[src/rtl/control_sequencer_if.sv]
// rtl/control_sequencer_if.sv - instruction in, datapath control bundle out
interface control_sequencer_if;
  logic [31:0] instruction;
  logic        branch;
  logic        is_lui;
  logic        is_jal;
  logic        is_jalr;
  logic        mem2reg;
  logic        memwrite;
  logic        alusrc;
  logic        regwrite;
  logic [3:0]  aluctl;
  logic        pc_stall;

  modport master (
    input  instruction,
    output branch, is_lui, is_jal, is_jalr, mem2reg, memwrite,
    output alusrc, regwrite, aluctl, pc_stall
  );

  modport slave (
    output instruction,
    input  branch, is_lui, is_jal, is_jalr, mem2reg, memwrite,
    input  alusrc, regwrite, aluctl, pc_stall
  );
endinterface

[src/rtl/control_sequencer.sv]
// rtl/control_sequencer.sv - multi-cycle RV32 control FSM with load writeback, trap and counters
module control_sequencer #(
  parameter int CNT_W = 32,
  parameter int WDOG  = 0
) (
  input  logic                 clk,
  input  logic                 rst,
  input  logic                 start,
  control_sequencer_if.master  ctrl,
  output logic                 halted,
  output logic                 illegal,
  output logic                 timeout,
  output logic [CNT_W-1:0]     cycle_cnt,
  output logic [CNT_W-1:0]     instret_cnt
);

  typedef enum logic [1:0] {S_IDLE, S_RUN, S_LOAD_WB, S_HALT} state_e;

  localparam logic [3:0] ALU_AND  = 4'b0000;
  localparam logic [3:0] ALU_OR   = 4'b0001;
  localparam logic [3:0] ALU_ADD  = 4'b0010;
  localparam logic [3:0] ALU_SUB  = 4'b0011;
  localparam logic [3:0] ALU_SLTU = 4'b0100;
  localparam logic [3:0] ALU_SLT  = 4'b0101;
  localparam logic [3:0] ALU_XOR  = 4'b0110;
  localparam logic [3:0] ALU_SLL  = 4'b0111;
  localparam logic [3:0] ALU_SRL  = 4'b1000;
  localparam logic [3:0] ALU_SRA  = 4'b1001;

  state_e           state_q, state_d;
  logic             illegal_q, illegal_d;
  logic             timeout_q, timeout_d;
  logic [CNT_W-1:0] cycle_q, cycle_d;
  logic [CNT_W-1:0] instret_q, instret_d;

  logic       branch_c, is_lui_c, is_jal_c, is_jalr_c;
  logic       mem2reg_c, memwrite_c, alusrc_c, regwrite_c, pc_stall_c;
  logic [3:0] aluctl_c;
  logic       retire;
  logic       wdog_hit;

  logic [6:0] opcode;
  logic [2:0] funct3;
  logic       f7b5;
  logic       unused_bits;

  assign opcode      = ctrl.instruction[6:0];
  assign funct3      = ctrl.instruction[14:12];
  assign f7b5        = ctrl.instruction[30];
  assign unused_bits = ^{ctrl.instruction[31], ctrl.instruction[29:15], ctrl.instruction[11:7]};

  // sub_en selects SUB for funct3=000 (R-type only); sra_en selects SRA for funct3=101
  function automatic logic [3:0] alu_op(input logic [2:0] f3, input logic sub_en, input logic sra_en);
    case (f3)
      3'b000:  alu_op = sub_en ? ALU_SUB : ALU_ADD;
      3'b001:  alu_op = ALU_SLL;
      3'b010:  alu_op = ALU_SLT;
      3'b011:  alu_op = ALU_SLTU;
      3'b100:  alu_op = ALU_XOR;
      3'b101:  alu_op = sra_en ? ALU_SRA : ALU_SRL;
      3'b110:  alu_op = ALU_OR;
      default: alu_op = ALU_AND;
    endcase
  endfunction

  assign wdog_hit = (WDOG != 0) && (cycle_q == CNT_W'(WDOG - 1));

  always_ff @(posedge clk or posedge rst) begin
    if (rst) begin
      state_q   <= S_IDLE;
      illegal_q <= 1'b0;
      timeout_q <= 1'b0;
      cycle_q   <= '0;
      instret_q <= '0;
    end else begin
      state_q   <= state_d;
      illegal_q <= illegal_d;
      timeout_q <= timeout_d;
      cycle_q   <= cycle_d;
      instret_q <= instret_d;
    end
  end

  always_comb begin
    branch_c   = 1'b0;
    is_lui_c   = 1'b0;
    is_jal_c   = 1'b0;
    is_jalr_c  = 1'b0;
    mem2reg_c  = 1'b0;
    memwrite_c = 1'b0;
    alusrc_c   = 1'b0;
    regwrite_c = 1'b0;
    aluctl_c   = ALU_ADD;
    pc_stall_c = 1'b1;
    retire     = 1'b0;
    state_d    = state_q;
    illegal_d  = illegal_q;
    timeout_d  = timeout_q;
    cycle_d    = cycle_q;
    instret_d  = instret_q;

    case (state_q)
      S_IDLE: begin
        if (start) state_d = S_RUN;
      end
      S_RUN: begin
        pc_stall_c = 1'b0;
        retire     = 1'b1;
        case (opcode)
          7'b0110011: begin
            regwrite_c = 1'b1;
            aluctl_c   = alu_op(funct3, f7b5, f7b5);
          end
          7'b0010011: begin
            regwrite_c = 1'b1;
            alusrc_c   = 1'b1;
            aluctl_c   = alu_op(funct3, 1'b0, f7b5);
          end
          7'b1101111: begin
            is_jal_c   = 1'b1;
            regwrite_c = 1'b1;
          end
          7'b1100111: begin
            is_jalr_c  = 1'b1;
            regwrite_c = 1'b1;
            alusrc_c   = 1'b1;
          end
          7'b0110111: begin
            is_lui_c   = 1'b1;
            regwrite_c = 1'b1;
          end
          7'b0000011, 7'b0100011, 7'b1100011: begin
            if (funct3 == 3'b010 && opcode == 7'b0000011) begin
              // Load data arrives a cycle late; retire happens in LOAD_WB
              alusrc_c   = 1'b1;
              mem2reg_c  = 1'b1;
              pc_stall_c = 1'b1;
              retire     = 1'b0;
              state_d    = S_LOAD_WB;
            end else if (funct3 == 3'b010 && opcode == 7'b0100011) begin
              alusrc_c   = 1'b1;
              memwrite_c = 1'b1;
            end else if (funct3 == 3'b000 && opcode == 7'b1100011) begin
              branch_c = 1'b1;
              aluctl_c = ALU_SUB;
            end else begin
              pc_stall_c = 1'b1;
              retire     = 1'b0;
              illegal_d  = 1'b1;
              state_d    = S_HALT;
            end
          end
          7'b1110011: begin
            pc_stall_c = 1'b1;
            retire     = 1'b0;
            state_d    = S_HALT;
          end
          default: begin
            pc_stall_c = 1'b1;
            retire     = 1'b0;
            illegal_d  = 1'b1;
            state_d    = S_HALT;
          end
        endcase
      end
      S_LOAD_WB: begin
        alusrc_c   = 1'b1;
        mem2reg_c  = 1'b1;
        regwrite_c = 1'b1;
        pc_stall_c = 1'b0;
        retire     = 1'b1;
        state_d    = S_RUN;
      end
      default: ;
    endcase

    if (state_q == S_RUN || state_q == S_LOAD_WB) begin
      cycle_d = cycle_q + CNT_W'(1);
      if (retire) instret_d = instret_q + CNT_W'(1);
      // Controls above are left intact so the in-flight write still lands
      if (wdog_hit) begin
        timeout_d = 1'b1;
        state_d   = S_HALT;
      end
    end
  end

  assign ctrl.branch   = branch_c;
  assign ctrl.is_lui   = is_lui_c;
  assign ctrl.is_jal   = is_jal_c;
  assign ctrl.is_jalr  = is_jalr_c;
  assign ctrl.mem2reg  = mem2reg_c;
  assign ctrl.memwrite = memwrite_c;
  assign ctrl.alusrc   = alusrc_c;
  assign ctrl.regwrite = regwrite_c;
  assign ctrl.aluctl   = aluctl_c;
  assign ctrl.pc_stall = pc_stall_c;

  assign halted      = (state_q == S_HALT);
  assign illegal     = illegal_q;
  assign timeout     = timeout_q;
  assign cycle_cnt   = cycle_q;
  assign instret_cnt = instret_q;

endmodule
[src/flat_wrapper.sv]
// flat-port wrapper written by rule: the top's interface ports become plain ports
module control_sequencer_flat 
#(
  parameter int CNT_W = 32,
  parameter int WDOG  = 0
)
  (clk, rst, start, halted, illegal, timeout, cycle_cnt, instret_cnt, ctrl_instruction, ctrl_branch, ctrl_is_lui, ctrl_is_jal, ctrl_is_jalr, ctrl_mem2reg, ctrl_memwrite, ctrl_alusrc, ctrl_regwrite, ctrl_aluctl, ctrl_pc_stall);
  control_sequencer_if ctrl_i ();
  input  logic clk;
  input  logic rst;
  input  logic start;
  output logic halted;
  output logic illegal;
  output logic timeout;
  output logic [CNT_W-1:0] cycle_cnt;
  output logic [CNT_W-1:0] instret_cnt;
  input wire logic [$bits(ctrl_i.instruction)-1:0] ctrl_instruction;
  output wire logic [$bits(ctrl_i.branch)-1:0] ctrl_branch;
  output wire logic [$bits(ctrl_i.is_lui)-1:0] ctrl_is_lui;
  output wire logic [$bits(ctrl_i.is_jal)-1:0] ctrl_is_jal;
  output wire logic [$bits(ctrl_i.is_jalr)-1:0] ctrl_is_jalr;
  output wire logic [$bits(ctrl_i.mem2reg)-1:0] ctrl_mem2reg;
  output wire logic [$bits(ctrl_i.memwrite)-1:0] ctrl_memwrite;
  output wire logic [$bits(ctrl_i.alusrc)-1:0] ctrl_alusrc;
  output wire logic [$bits(ctrl_i.regwrite)-1:0] ctrl_regwrite;
  output wire logic [$bits(ctrl_i.aluctl)-1:0] ctrl_aluctl;
  output wire logic [$bits(ctrl_i.pc_stall)-1:0] ctrl_pc_stall;
  assign ctrl_i.instruction = ctrl_instruction;
  assign ctrl_branch = ctrl_i.branch;
  assign ctrl_is_lui = ctrl_i.is_lui;
  assign ctrl_is_jal = ctrl_i.is_jal;
  assign ctrl_is_jalr = ctrl_i.is_jalr;
  assign ctrl_mem2reg = ctrl_i.mem2reg;
  assign ctrl_memwrite = ctrl_i.memwrite;
  assign ctrl_alusrc = ctrl_i.alusrc;
  assign ctrl_regwrite = ctrl_i.regwrite;
  assign ctrl_aluctl = ctrl_i.aluctl;
  assign ctrl_pc_stall = ctrl_i.pc_stall;
  control_sequencer #(.CNT_W(CNT_W), .WDOG(WDOG)) u_core (.clk(clk), .rst(rst), .start(start), .ctrl(ctrl_i), .halted(halted), .illegal(illegal), .timeout(timeout), .cycle_cnt(cycle_cnt), .instret_cnt(instret_cnt));
endmodule
[config.mk]
export PLATFORM = sky130hd
export DESIGN_NAME = control_sequencer_flat
export DESIGN_NICKNAME = d
export VERILOG_FILES = /design/src/rtl/control_sequencer_if.sv /design/src/rtl/control_sequencer.sv /design/src/flat_wrapper.sv
export SDC_FILE = /design/constraint.sdc
export NUM_CORES = 1
export LEC_CHECK = 0
export CAP_MARGIN = 20
export CELL_PAD_IN_SITES_DETAIL_PLACEMENT = 0
export CELL_PAD_IN_SITES_GLOBAL_PLACEMENT = 1
export CORE_UTILIZATION = 35
export CTS_CLUSTER_DIAMETER = 200
export CTS_CLUSTER_SIZE = 14
export DETAILED_ROUTE_END_ITERATION = 8
export PLACE_DENSITY = 0.89
export SLEW_MARGIN = 40
export SYNTH_ARGS = -nofsm -noshare
export SYNTH_HDL_FRONTEND = slang
export SYNTH_SLANG_ARGS = --single-unit
[constraint.sdc]
create_clock -name clk -period 2.5 [get_ports clk]
set_clock_uncertainty 0.15 [all_clocks]
set_input_delay 0.5 -clock clk [delete_from_list [all_inputs] [get_ports clk]]
set_output_delay 0.5 -clock clk [all_outputs]
set_load 0.01 [all_outputs]
======== Word level (Yosys, flattened, before mapping) ========
Cells that the tools add are included.
Widths: inputs -> output; s select.
word-level totals
  register bits ........................... 67
  logic and storage cells ................. 97
  input port bits ......................... 35
cells by class
  muxes and demuxes ....................... 51
  equal/unequal tests ..................... 25
  add/subtract/negate cells ............... 2
  bitwise gates (word level) .............. 1
  reduce and logical (&&, ||, !) cells .... 14
operators by type and width
  cell                   number
  $add 32x1->32 const B  2
  $pmux 4 s7             2
  $mux 1                 30
  $eq 7x7->1 const B     4
  $eq 7x6->1 const B     3
  $pmux 1 s2             9
  $mux 4                 3
  $pmux 4 s3             1
  $ne 2x2->1 const B     5
  $reduce_and 5->1       2
  $eq 3x3->1 const B     3
  $mux 2                 4
  $ne 4x3->1 const B     2
  $eq 7x2->1 const B     1
  $eq 7x5->1 const B     1
  $eq 3x2->1 const B     2
  $pmux 2 s3             1
  $reduce_or 6->1        1
  $reduce_or 5->1        1
  $eq 2x2->1 const B     2
  $pmux 2 s2             1
  $eq 3x1->1 const B     1
  $logic_and 1x1->1      3
  $logic_not 3->1        1
  other kinds (8)        8

======== Logic depth before layout (Yosys ltp) ========
  depth after elaboration ................. 8
  mapped depth ............................ 8
  gate-level depth less buffers ........... 7

======== Least setup slack after synthesis ========
No wires, ideal clock.
  path type ............................... input to register
  start point ............................. input ctrl_instruction[4]
  end point ............................... register u_core.instret_q[19], in the netlist u_core.instret_cnt[19]
  data required time ...................... 2225 ps
  stages .................................. 7
  arrival time ............................ 2065 ps
  path slack .............................. 160 ps
  path through ............................ buf_6 > nor4_4 > nand4_1 > a31oi_2 > o31ai_2 > or4_1 > xnor2_1
on the way
  word-level cells in the longest chain between the ends .. 8
ends and longest elaborated chain
  what                                   RTL line                                            source
  from (decl)                            flat_wrapper.sv:17                                  input wire logic [$bits(ctrl_i.instruction)-1:0] ctrl_instruction;
  $eq 7x7->1                             control_sequencer.sv:109, control_sequencer.sv:143
  $logic_and 1x1->1                      control_sequencer.sv:143                            end else if (funct3 == 3'b000 && opcode == 7'b1100011) begin
  $mux 1                                 control_sequencer.sv:143
  $mux 1                                 control_sequencer.sv:140                            end else if (funct3 == 3'b010 && opcode == 7'b0100011) begin
  $mux 1                                 control_sequencer.sv:133                            if (funct3 == 3'b010 && opcode == 7'b0000011) begin
  $pmux 1 s2 (*)                         control_sequencer.sv:109                            case (opcode)
  $pmux 1 s2 (*)                         control_sequencer.sv:102                            case (state_q)
  $reduce_and 2->1 (no source line) (*)  -
  to (signal assigned)                   control_sequencer.sv:80                             instret_q <= instret_d;
  to (decl)                              control_sequencer.sv:34                             logic [CNT_W-1:0] instret_q, instret_d;
Mark *: on every way between the ends. The rest lies on a longest branch, timed or not.
A chain may end at the register's enable or synchronous reset.

======== Worst setup path in the final report ========
  start point ............................. register u_core.state_q[1]
  end point ............................... output ctrl_mem2reg
on the way
  word-level cells in the longest chain between the ends .. 2
ends and longest elaborated chain
  what                                             RTL line                  source
  from (decl)                                      control_sequencer.sv:30   state_e state_q, state_d;
  from (signal assigned)                           control_sequencer.sv:76   state_q <= state_d;
  $eq 2x2->1 / $eq 2x1->1 (equally long branches)  control_sequencer.sv:102
  $pmux 1 s2 (*)                                   control_sequencer.sv:102
  to (decl)                                        flat_wrapper.sv:22        output wire logic [$bits(ctrl_i.mem2reg)-1:0] ctrl_mem2reg;
Marked as above.

==> flow_metrics.tcl <==
set metrics [dict create \
    synthCells 334 \
    wl_per_cell_um 14.3 \
    post-dp-hpwl_mm 6.46 \
    fmax_mhz 410 \
    final_layout_size_suffix_gt1_share_pct 24.7 \
    hold_viol 0 \
    period_share_pct 97.6 \
    antenna_found_initial 0 \
    critical_path_required_ns 1.85 \
    fin_nets 522 \
    clk_latency_ns 0.34 \
    fillers 843 \
    yosys.area.top_type "dfrtp_1" \
    fin_area_um2 5140 \
    path_delay_family "simple AND/OR/NAND/NOR gates" \
    post-route-drc-count 0 \
    antennaDiodeCount 0 \
    start_util_pct 36.7 \
    worst_ir_drop_vdd_v 0.000276 \
    cpPeakStageDelay_ns 0.39 \
    grt_pass1_wl_mm 14.8 \
    worst_pin_slew_ns 0.558 \
    via_count 3000 \
    synth_ff_type "dfrtp_1" \
    cts_tree "done" \
    syn2layout_area_growth_pct 48.5 \
    crit_chain "inv_2 -> ha_4 -> nand2_4 -> buf_6 -> or3_4 -> a21boi_2 -> buf_2" \
    netlist_top_cells_area "dfrtp_1 48%, xnor2_1 12%, nand4_1 4.9%" \
    dpl_cell_area_um2 4840 \
    crit_path_max_fanout 4 \
    crit_type "reg2out" \
    io_pins 115 \
    ys_top_cells_by_count "67 x dfrtp_1, 49 x xnor2_1, 34 x nand2_1" \
    cap_violations 0 \
    grt_pass1_vias 3077 \
    die_y_um 101 \
    slowest_stage "dfrtp_1" \
    vias_per_cell 4.88 \
    cts_buffers 9 \
    cts_root_buffer "clkbuf_8" \
    period_needed_ns 2.44 \
    die_w_um 101 \
    wl_mm 8.79 \
    htree_levels 3 \
    synth_warnings 0 \
    core-area_um2 9420 \
    finalSetupViolCount 0 \
    synth_seq_cells 67 \
    cts_hold_buf 0 \
    end_kind "output pin" \
    synthesis.area_um2 3460 \
    total_power_mw 2.80 \
    ant_nets 0 \
    die_area_um2 10300 \
    critPathArrivalTime_ns 1.79 \
    grt_overflow 0 \
    drt_iter0_markers 83 \
    placementRows 35 \
    synth_area_per_cell_um2 10.4 \
    p_leak_nw 2.18 \
    gp_congestion 0.794 \
    cts_buffer_depth 2 \
    ff2ff_setup_slack_ns 0.09 \
    io_buffer_count 92 \
    status "completed" \
    p_per_area_nw_per_um2 545 \
    synth_fp_nets 375 \
    synth.top_cell.area_share_pct 48.5 \
    rsz0062_at_grt "yes" \
    synth.distinct_cells 48 \
    grt_usage_pct 18.5 \
    start_kind "register" \
    ys_seq_area_share_pct 48.5 \
    grt_max_degree 48 \
    clkSlewWorstSetupHoldPaths_ns 0.07 \
    hold_path.class "reg2reg" \
    final_util_pct 54.6 \
    synth_most_common_cell "dfrtp_1" \
    synth-edff-count 0 \
    firstDrtPassIters 4 \
    path_buf_inv 3 \
    relSlewSlack_pct 62.5 \
    async_flop_share_pct 100 \
    placedCellCount 590 \
    clock_sinks 67 \
    report.final.slew_viol_count 0 \
    final_cells 615 \
]
## cell usage in the layout (no fill, tap or decap), types with 2 or more instances in the layout
master	count
ha_1	4
clkdlybuf4s15_2	4
nand3_1	20
dlygate4sd2_1	3
clkbuf_8	9
clkbuf_2	9
buf_4	47
o31a_1	2
a31oi_1	2
xnor2_1	49
nor4_4	2
nor4_2	7
nor2_1	18
and3_1	7
xor2_1	14
o211ai_1	4
buf_2	6
inv_2	3
buf_12	2
clkbuf_1	2
a21oi_1	2
nand2_1	34
nand4_1	27
nor3_1	7
nor3_2	3
buf_6	3
clkdlybuf4s50_1	69
nor4b_2	2
nor2_2	3
dfrtp_1	67
inv_1	12
mux2_2	2
nor2b_1	3
clkinv_2	3
and4_1	4
## cell families after synthesis
kind of cell,synth area share [%]
adders and majority gates,2.46
AOI/OAI and AO/OA,4.95
other,0.108
buffers and inverters,3.18
xor gates and xnor gates,15.9
muxes,0.651
and+or+nand+nor,24.2
DFF,48.5
## where the power goes
| part | switching [mW] | internal, mW | leakage (nW) |
|---|---|---|---|
| Clock | 0.402 | 0.458 | 0.0971 |
| Sequential | 0.0928 | 1.16 | 0.905 |
| Combinational | 0.302 | 0.385 | 1.18 |
## final cells by class
type	instances	area, µm²	area share, %
clock buffers	11	131	2.56
clock inverters	5	53.8	1.05
inverters	15	56.3	1.10
multi-input cells	244	1780	34.7
flip-flops and latches	67	1680	32.6
well taps	129	161	3.14
repair buffers	144	1270	24.8
## through the flow
step	setup WS [ns]	hold slack [ns]	setup TNS [ns]
after floorplan	0.160	0.358	0
after detailed placement	-0.714	0.320	-23.15
after global placement	-0.642	0.312	-21.66
after global routing	-0.0281	0.354	-0.0510
after CTS	-0.0225	0.336	-0.0250
final	0.0599	0.329	0
## worst paths after layout
check | startpoint | endpoint | cells past startpoint
setup reg to reg | u_core.state_q[1]$_DFFE_PP0P_ | u_core.instret_cnt[24]$_DFFE_PP0P_ | 12
hold reg to reg | u_core.instret_cnt[31]$_DFFE_PP0P_ | u_core.instret_cnt[31]$_DFFE_PP0P_ | 1
hold / removal | u_core.instret_cnt[31]$_DFFE_PP0P_ | u_core.instret_cnt[31]$_DFFE_PP0P_ | 1
max in group asynchronous | rst | u_core.instret_cnt[15]$_DFFE_PP0P_ | 3
min in group asynchronous | rst | u_core.cycle_cnt[16]$_DFFE_PP0P_ | 2
setup / recovery | u_core.state_q[1]$_DFFE_PP0P_ | ctrl_mem2reg | 7
## flip-flops by register name, summed over array words and instances (netlist names)
name and count:
u_core.illegal 1, u_core.cycle_cnt 32, u_core.instret_cnt 32, u_core.state_q 2
## layer usage
layer | global-route usage (%) | vias up | part of all wire, %
met5 | 0 | - | 0
met4 | 6.13 | 0 | 1.0
met3 | 4.49 | 10 | 4.5
met2 | 30.7 | 73 | 49
met1 | 23.6 | 1452 | 46
li1 | - | 1465 | -
## repair_timing
| item | CTS | global route |
|---|---|---|
| buffers inserted | 6 | 3 |
| gates resized for setup | 74 | 24 |
| endpoints found under the setup margin | 42 | 39 |
| pin swaps | 13 | 10 |
| endpoints found under the hold margin | 0 | 0 |
Power figures use the tool's default switching activity.
